$ cat src/rtl/id_exe_pipe_reg.sv
// id_exe_pipe_reg: ID->EXE pipeline stage register.
// Provides a valid/ready handshake, flush-to-bubble and a saturating stall counter.
// Optional feature: define ID_EXE_SKID_EN to add a skid entry, which makes
// in_ready a registered signal. Without it the stage is a single entry and
// in_ready depends combinationally on out_ready.
module id_exe_pipe_reg #(
    parameter int DATA_W = 32,
    parameter int REG_W  = 5,
    parameter int FUNC_W = 4,
    parameter int CNT_W  = 16
) (
    input  logic              clk,
    input  logic              reset,
    input  logic              in_valid,
    output logic              in_ready,
    input  logic              flush,
    input  logic              in_mem_read,
    input  logic              in_mem_write,
    input  logic              in_wb_en,
    input  logic              in_br_taken,
    input  logic [FUNC_W-1:0] in_exe_cmd,
    input  logic [REG_W-1:0]  in_dest,
    input  logic [REG_W-1:0]  in_src1,
    input  logic [REG_W-1:0]  in_src2,
    input  logic [DATA_W-1:0] in_st_val,
    input  logic [DATA_W-1:0] in_val1,
    input  logic [DATA_W-1:0] in_val2,
    input  logic [DATA_W-1:0] in_pc,
    output logic              out_valid,
    input  logic              out_ready,
    output logic              out_mem_read,
    output logic              out_mem_write,
    output logic              out_wb_en,
    output logic              out_br_taken,
    output logic [FUNC_W-1:0] out_exe_cmd,
    output logic [REG_W-1:0]  out_dest,
    output logic [REG_W-1:0]  out_src1,
    output logic [REG_W-1:0]  out_src2,
    output logic [DATA_W-1:0] out_st_val,
    output logic [DATA_W-1:0] out_val1,
    output logic [DATA_W-1:0] out_val2,
    output logic [DATA_W-1:0] out_pc,
    output logic [CNT_W-1:0]  stall_cnt
);

    typedef struct packed {
        logic              mem_read;
        logic              mem_write;
        logic              wb_en;
        logic              br_taken;
        logic [FUNC_W-1:0] exe_cmd;
        logic [REG_W-1:0]  dest;
        logic [REG_W-1:0]  src1;
        logic [REG_W-1:0]  src2;
        logic [DATA_W-1:0] st_val;
        logic [DATA_W-1:0] val1;
        logic [DATA_W-1:0] val2;
        logic [DATA_W-1:0] pc;
    } payload_t;

    // A bubble keeps its data fields but must never carry live control bits.
    function automatic payload_t kill_ctrl(input payload_t p);
        payload_t r;
        r           = p;
        r.mem_read  = 1'b0;
        r.mem_write = 1'b0;
        r.wb_en     = 1'b0;
        r.br_taken  = 1'b0;
        r.exe_cmd   = '0;
        return r;
    endfunction

    payload_t         in_pl;
    payload_t         main_q;
    logic             main_valid;
    logic             take_in;
    logic             drain;
    logic [CNT_W-1:0] stall_q;

    assign in_pl = {in_mem_read, in_mem_write, in_wb_en, in_br_taken, in_exe_cmd,
                    in_dest, in_src1, in_src2, in_st_val, in_val1, in_val2, in_pc};

    assign take_in = in_valid && in_ready && !flush;
    assign drain   = main_valid && out_ready;

`ifdef ID_EXE_SKID_EN
    payload_t skid_q;
    logic     skid_valid;

    // Ready depends only on skid occupancy, so out_ready never reaches in_ready.
    assign in_ready = ~skid_valid;

    // Main/skid entry update: flush squashes both, skid refills main on drain.
    always_ff @(posedge clk) begin
        if (reset) begin
            // NOTE: payload registers are reset too so that bubble data fields are never X.
            main_valid <= 1'b0;
            main_q     <= '0;
            skid_valid <= 1'b0;
            skid_q     <= '0;
        end else if (flush) begin
            main_valid <= 1'b0;
            main_q     <= kill_ctrl(main_q);
            skid_valid <= 1'b0;
            skid_q     <= kill_ctrl(skid_q);
        end else if (skid_valid) begin
            // in_ready is low here, so no new beat can arrive.
            if (drain) begin
                main_q     <= skid_q;
                skid_valid <= 1'b0;
                skid_q     <= kill_ctrl(skid_q);
            end
        end else if (take_in) begin
            if (!main_valid || drain) begin
                main_valid <= 1'b1;
                main_q     <= in_pl;
            end else begin
                skid_valid <= 1'b1;
                skid_q     <= in_pl;
            end
        end else if (drain) begin
            main_valid <= 1'b0;
            main_q     <= kill_ctrl(main_q);
        end
    end
`else
    // The stage can take a beat when it is empty or emptying this cycle.
    assign in_ready = !main_valid || out_ready;

    // Main entry update: flush squashes, transfer-in loads, lone drain empties.
    always_ff @(posedge clk) begin
        if (reset) begin
            // NOTE: payload registers are reset too so that bubble data fields are never X.
            main_valid <= 1'b0;
            main_q     <= '0;
        end else if (flush) begin
            main_valid <= 1'b0;
            main_q     <= kill_ctrl(main_q);
        end else if (take_in) begin
            main_valid <= 1'b1;
            main_q     <= in_pl;
        end else if (drain) begin
            main_valid <= 1'b0;
            main_q     <= kill_ctrl(main_q);
        end
    end
`endif

    // Count cycles in which EXE back-pressure holds a valid entry; saturate at all-ones.
    always_ff @(posedge clk) begin
        // NOTE: sequential state uses non-blocking assignments so every flop samples pre-edge values.
        if (reset) begin
            stall_q <= '0;
        end else if (main_valid && !out_ready && !flush && (stall_q != '1)) begin
            stall_q <= stall_q + CNT_W'(1);
        end
    end

    assign out_valid     = main_valid;
    assign out_mem_read  = main_q.mem_read;
    assign out_mem_write = main_q.mem_write;
    assign out_wb_en     = main_q.wb_en;
    assign out_br_taken  = main_q.br_taken;
    assign out_exe_cmd   = main_q.exe_cmd;
    assign out_dest      = main_q.dest;
    assign out_src1      = main_q.src1;
    assign out_src2      = main_q.src2;
    assign out_st_val    = main_q.st_val;
    assign out_val1      = main_q.val1;
    assign out_val2      = main_q.val2;
    assign out_pc        = main_q.pc;
    assign stall_cnt     = stall_q;

endmodule

$ cat config.mk
export PLATFORM = sky130hd
export DESIGN_NAME = id_exe_pipe_reg
export DESIGN_NICKNAME = d
export VERILOG_FILES = /design/src/rtl/id_exe_pipe_reg.sv
export SDC_FILE = /design/constraint.sdc
export NUM_CORES = 1
export LEC_CHECK = 0
export ABC_AREA = 1
export CAP_MARGIN = 30
export CORE_MARGIN = 4
export CORE_UTILIZATION = 43
export DETAILED_ROUTE_END_ITERATION = 7
export GPL_ROUTABILITY_DRIVEN = 0
export MAX_ROUTING_LAYER = met4
export PLACE_DENSITY = 0.92
export SYNTH_ARGS = -nofsm -noshare
export SYNTH_HDL_FRONTEND = slang
export SYNTH_SLANG_ARGS = --single-unit
$ cat constraint.sdc
create_clock -name clk -period 2.6 [get_ports clk]
set_input_delay 0.52 -clock clk [delete_from_list [all_inputs] [get_ports clk]]
set_output_delay 0.52 -clock clk [all_outputs]
set_load 0.1 [all_outputs]
; ---- Word-level counts from Yosys, hierarchy flattened
; Index checks and enable logic that the tools add are counted.
[op_classes]
mux = 4
n_addsub = 1
reduce_logical = 13
bitwise_logic = 1
n_eq_ne = 1
[op_table]
columns = op, n
row1 = two-way mux 151 bit, 2
row2 = adder 16 x 1 -> 16 bit (second input constant), 1
row3 = inequality test 16 bit (second input constant), 1
row4 = logical AND 1 bit, 6
row5 = logical NOT 1 bit, 3
row6 = two-way mux 1 bit, 2
row7 = AND reduction 2 bit, 1
row8 = nonzero test 2 bit, 1
row9 = OR reduction 2 bit, 1
row10 = logical OR 1 bit, 1
row11 = inverter 1 bit, 1
[totals]
regBits = 168
input_bits = 156
wordCells = 34

; ---- Logic depth before layout (Yosys ltp)
; Gate-level depths: netlist (run 1).
[depth]
ltp_word = 5
mapped_depth = 9
depth_no_buf = 9

; ---- Worst setup path after synthesis (run 1)
; No wires, ideal clock.
[synth_path]
path_kind = register to register
start = reg main_valid (netlist: out_valid)
end = reg main_q, in the netlist out_pc[26]
path_stages_with_launch = 8
arrival_time_ps = 2363
synth_period_minus_slack_ps = 2480
t_required_ps = 2483
path_buffers = 2
setup_time_ps = 117
path_slack_ps = 120
cell_sequence = dfxtp_1 > nand2_2 > nand2_4 > inv_2 > buf_6 > buf_6 > nor2_1 > nor2_1
[synth_between]
elab_chain_len = 5
[synth_lines]
columns = item, line_no
row1 = "start, declared", 75  ; logic main_valid;
row2 = "start signal, assigned", 134  ; main_valid <= 1'b0;
row3 = "start signal, assigned", 137  ; main_valid <= 1'b0;
row4 = "start signal, assigned", 140  ; main_valid <= 1'b1;
row5 = logical NOT 1 bit (*), 128  ; assign in_ready = !main_valid || out_ready;
row6 = logical OR 1 bit (*), 128
row7 = named net in_ready, 15  ; output logic in_ready,
row8 = logical AND 1 bit (*) (2 in series), 83  ; assign take_in = in_valid && in_ready && !flush;
row9 = two-way mux 151 bit or AND reduction 2 bit (tied branches), n/a
row10 = "end signal, assigned", 138  ; main_q <= kill_ctrl(main_q);
row11 = "end signal, assigned", 141  ; main_q <= in_pl;
row12 = "end signal, assigned", 144  ; main_q <= kill_ctrl(main_q);
row13 = "end, declared", 74  ; payload_t main_q;
; The timed path passes the listed nets; every way through them passes the cells marked *.
; A chain may end at the register's enable or synchronous reset.

; ---- Worst setup path after layout (run 1)
[layout_path]
start = in out_ready
end = out in_ready
[layout_between]
elab_chain_len = 1
[layout_lines]
columns = item, line_no
row1 = "start, declared", 30  ; input logic out_ready,
row2 = logical OR 1 bit, 128
row3 = "end, declared", 15
; No other way between the ends.

==> flow_metrics.env, run 1 <==
export IMPL_stdcell_count=1319
export IMPL_grt_overflow_total=0
export IMPL_wl_per_cell_um=15.3
export IMPL_antenna_found_initial=0
export IMPL_switchingPower_uw=2630
export IMPL_core_area_mm2=0.0141
export IMPL_setup_viol_count_final=0
export IMPL_seq_power_share_pct=38.9
export IMPL_drt_iter0_drc=369
export IMPL_power_density_mw_per_mm2=742
export IMPL_syn_to_final_growth_pct=55.2
export IMPL_startpoint_type="input port"
export IMPL_clock_root_buffer="clkbuf_16"
export IMPL_period_minus_slack_ns=1.98
export IMPL_postSynthAreaPerCell_um2=7.61
export IMPL_timing_worst_setup_path_type="input port to primary output"
export IMPL_grt_pass1_wl_um=30900
export IMPL_via_count=6579
export IMPL_initial_core_util_pct=44.5
export IMPL_yosysSeqAreaShare_pct=53.6
export IMPL_hold_class="flip-flop to flip-flop"
export IMPL_antenna_cells=0
export IMPL_p_leak_uw=0.00420
export IMPL_drc=0
export IMPL_crit_fanout=4
export IMPL_hold_viol=0
export IMPL_dieArea_mm2=0.0166
export IMPL_combinationalPowerShare_pct=27.5
export IMPL_ir_drop_mv=0.558
export IMPL_postCtsSetupBuffers=0
export IMPL_drive_above_1_share_pct=20.0
export IMPL_fmax_mhz=506
export IMPL_internal_power_uw=4590
export IMPL_cts_buffers=17
export IMPL_ys_seq_elements=168
export IMPL_cts_buffer_depth=2
export IMPL_ys_warn_count=0
export IMPL_wl_um=20200
export IMPL_grt_use_total_pct=24.0
export IMPL_rsz0062_at_grt="false"
export IMPL_tightest_slew_ns=0.433
export IMPL_dp_hpwl_um=14800
export IMPL_clock_latency_ns=0.42
export IMPL_clk_pin_slew_ns=0.06
export IMPL_crit_path_end_kind="primary output"
export IMPL_holdBufCountCts=0
export IMPL_rows=43
export IMPL_min_delay_start="out_pc[24]"
export IMPL_nNetsFinal=1283
export IMPL_p_clk_share_pct=33.5
export IMPL_cts_resized=0
export IMPL_cp_startpoint="out_ready"
export IMPL_ys_types=22
export IMPL_relSlewSlack_pct=71.1
export IMPL_ioPinCount=325
export IMPL_drv_slew=0
export IMPL_syn_nets=981
export IMPL_period_share_pct=76.0
export IMPL_grt_max_degree=108
export IMPL_portBuffers=324
export IMPL_antenna_left=0
export IMPL_cp_data_required_time_ns=2.08
export IMPL_viasPerCell=4.99
export IMPL_setup_tns_ns=0
export IMPL_synthCells=824
export IMPL_cts_tree="built"
export IMPL_status="finished, final reports clean"
export IMPL_skew_ns=0.0102
export IMPL_crit_arrival_ns=1.46
export IMPL_die_w_um=129
export IMPL_place_inst=1287
export IMPL_netlist_area_mm2=0.00627
export IMPL_r2r_start="stall_cnt[0]"
export IMPL_htree_levels=4
export IMPL_totalPowerFinal_uw=7220
export IMPL_clock_sink_count=168
export IMPL_first_pass_iters=4
export IMPL_whs_ns=0.482
export IMPL_maxCapViolations=0
export IMPL_switching_share_pct=36.4
export IMPL_post_route_util_pct=69.0
export IMPL_fp_dieH_um=129
export IMPL_grt_pass1_vias=6183
==> sequential cells by signal, summed over array words and instances (netlist names), 4 cells and up <==
name / flops
out_pc: 32
out_st_val: 32
out_val1: 32
out_val2: 32
stall_cnt: 16
out_dest: 5
out_src1: 5
out_src2: 5
out_exe_cmd: 4
==> through the flow <==
stage | instance area [µm²] | worst slack (ns)
CTS | 9730 | 0.614
global placement | 9160 | 0.532
finish | 9730 | 0.623
floorplan | 6270 | 0.120
detailed placement | 9160 | 0.467
global route | 9730 | 0.577
==> worst max-delay path: stages <==
cell and delay (ns):
clkdlybuf4s50_1 0.50, inv_1 0.07, nand2_2 0.16, buf_12 0.21
==> area by class of cell <==
class                      instances  area (µm²)
inverter                          22        86.3
clock buffer                      18         429
clock inverter                    14         140
timing repair buffer             333        2960
fill                            1079        4370
multi-input combinational        584        2520
sequential                       168        3360
tap                              180         225
==> routing by layer <==
| layer | track usage, % | vias up | wire length (µm) |
|---|---|---|---|
| met5 | - | - | 0 |
| met2 | 40.2 | 297 | 10000 |
| met3 | 8.76 | 43 | 2060 |
| met1 | 25.9 | 3009 | 7550 |
| li1 | - | 3230 | - |
| met4 | 9.64 | 0 | 596 |
==> cells in the mapped netlist, drive strengths merged <==
library cell | number | area (µm²)
a21oi | 19 | 98.9
buf | 29 | 221
clkbuf | 21 | 78.8
dfxtp | 168 | 3360
ha | 1 | 12.5
inv | 22 | 82.6
nand2 | 58 | 240
nand3 | 26 | 153
nand4 | 2 | 12.5
nor2 | 332 | 1280
nor3 | 1 | 5.00
o21ai | 145 | 726
==> layout by cell type (no fill, tap or decap), drive strengths merged <==
cell type      synthesis  layout
nor2                 332     332
buf                   29     178
dfxtp                168     168
clkdlybuf4s50          0     155
o21ai                145     145
nand2                 58      58
nand3                 26      26
inv                   22      26
a21oi                 19      19
clkbuf                21      18
clkinv                 0       6
clkinvlp               0       3
nand4                  2       2
nor3                   1       1
ha                     1       1
bufinv                 0       1
==> power groups by stage <==
stage | combinational (µW) | clock (µW) | sequential [µW]
after CTS | 2000 | 2460 | 2810
after global placement | 1970 | 0 | 2860
after global routing | 2080 | 2580 | 2830
final | 1990 | 2420 | 2810
after detailed placement | 1990 | 0 | 2870
after floorplan | 319 | 0 | 3970
==> path summary, 6_finish.rpt <==
path                    to  slack [ns]  depth (start not counted)
max reg2reg  stall_cnt[13]        1.11                          6
max               in_ready        0.62                          4
min reg2reg     out_pc[24]        0.48                          2
min             out_pc[24]        0.48                          2
==> cells by family (layout without fill, tap and decap cells) <==
group	after synthesis	count (layout)	synth area share, %
DFF	168	168	53.6
and+or+nand+nor	419	419	26.9
AOI/OAI and AO/OA	164	164	13.2
buffers and inverters	72	387	6.11
adders and majority gates	1	1	0.200
(Power assumes the default switching activity.)
==> run 2, diff against run 1 <==
--- a/config.mk
+++ b/config.mk
@@ -8,11 +8,11 @@
 export ABC_AREA = 1
 export CAP_MARGIN = 30
 export CORE_MARGIN = 4
-export CORE_UTILIZATION = 43
+export CORE_UTILIZATION = 40
 export DETAILED_ROUTE_END_ITERATION = 7
 export GPL_ROUTABILITY_DRIVEN = 0
 export MAX_ROUTING_LAYER = met4
-export PLACE_DENSITY = 0.92
+export PLACE_DENSITY = 0.87
 export SYNTH_ARGS = -nofsm -noshare
 export SYNTH_HDL_FRONTEND = slang
 export SYNTH_SLANG_ARGS = --single-unit
==> constraint.sdc (replaced) <==
create_clock -name clk -period 1.95 [get_ports clk]
set_input_delay 0.39 -clock clk [delete_from_list [all_inputs] [get_ports clk]]
set_output_delay 0.39 -clock clk [all_outputs]
set_load 0.1 [all_outputs]
==> run 2 against run 1 <==
  * Register-to-register slack got worse by 0.65 ns
  * Power rose by 32%
  * Die area increased by 7.0%
  * Clock-buffer cell count grew 2
  * Critical endpoint unchanged
  * Largest cell class unchanged
==> flow_metrics.env, run 2 (synthesis results as in run 1) <==
export IMPL_antenna_found_initial=0
export IMPL_antenna_left=0
export IMPL_drc=0
export IMPL_r2r_end="stall_cnt[12]"
export IMPL_grt_pass1_vias=6192
export IMPL_rows=45
export IMPL_portBuffers=324
export IMPL_postCtsSetupBuffers=0
export IMPL_nNetsFinal=1295
export IMPL_grt_max_degree=84
export IMPL_viasPerCell=4.80
export IMPL_crit_family="buffers and inverters"
export IMPL_r2r_start="stall_cnt[0]"
export IMPL_period_share_pct=89.5
export IMPL_timing_worst_setup_path_type="input port to primary output"
export IMPL_status="finished, final reports clean"
export IMPL_stdcell_count=1362
export IMPL_core_area_mm2=0.0153
export IMPL_clock_latency_ns=0.41
export IMPL_grt_use_total_pct=22.3
export IMPL_totalPowerFinal_uw=9550
export IMPL_final_common_cell="nor2_1"
export IMPL_drv_slew=0
export IMPL_slowest_stage="clkdlybuf4s50_1"
export IMPL_wl_per_cell_um=14.9
export IMPL_initial_core_util_pct=41.1
export IMPL_wl_um=20300
export IMPL_clk_pin_slew_ns=0.06
export IMPL_final_cell_mix="326 x nor2_1, 175 x buf_4, 155 x clkdlybuf4s50_1, 155 x dfxtp_1, 145 x o21ai_0"
export IMPL_cts_buffer_depth=2
export IMPL_grt_overflow_total=0
export IMPL_crit_path_end_kind="primary output"
export IMPL_maxCapViolations=0
export IMPL_whs_ns=0.483
export IMPL_fp_dieH_um=133
export IMPL_fmax_mhz=573
export IMPL_ir_drop_mv=0.541
export IMPL_power_density_mw_per_mm2=958
export IMPL_hold_viol=0
export IMPL_syn_to_final_growth_pct=59.0
export IMPL_startpoint_type="input port"
export IMPL_via_count=6544
export IMPL_holdBufCountCts=0
export IMPL_tightest_slew_ns=0.427
export IMPL_cts_tree="built"
export IMPL_setup_viol_count_final=0
export IMPL_clock_root_buffer="clkbuf_16"
export IMPL_skew_ns=0.00700
export IMPL_cp_data_required_time_ns=1.56
export IMPL_crit_path_cell_trace="clkdlybuf4s50_1, inv_1, nand2_4, buf_4, buf_12"
export IMPL_max_stage_delay_ns=0.47
export IMPL_drt_iter0_drc=377
export IMPL_relSlewSlack_pct=71.4
export IMPL_min_delay_start="out_st_val[21]"
export IMPL_crit_buf_inv=4
export IMPL_clock_sink_count=168
export IMPL_grt_pass1_wl_um=30900
export IMPL_cts_buffers=17
export IMPL_crit_fanout=3
export IMPL_cts_resized=0
export IMPL_crit_arrival_ns=1.36
export IMPL_dieArea_mm2=0.0177
export IMPL_hold_end="out_st_val[21]"
export IMPL_die_w_um=133
export IMPL_htree_levels=4
export IMPL_rsz0062_at_grt="false"
export IMPL_r2r_cells=7
export IMPL_p_leak_uw=0.00429
export IMPL_setup_tns_ns=0
export IMPL_drive_above_1_share_pct=22.0
export IMPL_period_minus_slack_ns=1.75
export IMPL_ioPinCount=325
export IMPL_dp_hpwl_um=15300
export IMPL_worstHoldPathCells=2
export IMPL_rrSetupSlack_ns=0.46
export IMPL_place_inst=1330
export IMPL_first_pass_iters=7
export IMPL_antenna_cells=0
export IMPL_hold_class="flip-flop to flip-flop"
run 2: how the worst max path moves through the flow:
| stage | depth (start not counted) | to | slack, ns | startpoint |
|---|---|---|---|---|
| after floorplan | 8 | stall_cnt[13] | 0.03 | stall_cnt[13] |
| after global placement | 10 | stall_cnt[8] | 0.12 | out_ready |
| after detailed placement | 9 | stall_cnt[12] | 0.04 | out_ready |
| after CTS | 5 | in_ready | 0.20 | out_ready |
| after global routing | 5 | in_ready | 0.16 | out_ready |
| final | 5 | in_ready | 0.20 | out_ready |
run 2: layer usage:
metal	track usage, %	vias to the layer above	part of all wire (%)
li1	-	3259	-
met5	-	-	0
met3	6.95	42	9.2
met4	8.74	0	2.7
met2	39.1	289	50
met1	23.5	2954	38
run 2: through the flow:
step           utilization, %  setup WS (ns)  cell area [µm²]
6_report                 65.3          0.204             9970
5_1_grt                  65.3          0.159             9970
4_1_cts                  65.3          0.203             9970
3_5_place_dp             61.8         0.0392             9420
3_3_place_gp             61.8          0.121             9420
2_1_floorplan               -         0.0305             6290
run 2: power by group:
group          internal (µW)  switching (µW)  total (µW)
combinational            723            1960        2680
sequential              3640             108        3750
clock                   1720            1400        3120
total                   6080            3470        9550
run 2: final cells by class:
| type | instances | area, µm² |
|---|---|---|
| Clock buffer | 20 | 457 |
| Clock inverter | 12 | 90.1 |
| Fill cell | 1289 | 5290 |
| Inverter | 22 | 86.3 |
| Multi-Input combinational cell | 584 | 2530 |
| Sequential cell | 168 | 3380 |
| Tap cell | 211 | 264 |
| Timing Repair Buffer | 345 | 3170 |
run 2: worst register-to-register path: cells and delay by family (launching register included):
family / cells / cell delay [ns]
simple gates: 4 / 0.60
flops: 1 / 0.36
fa+ha+maj: 1 / 0.20
compound gates: 1 / 0.18
buf+inv: 1 / 0.07
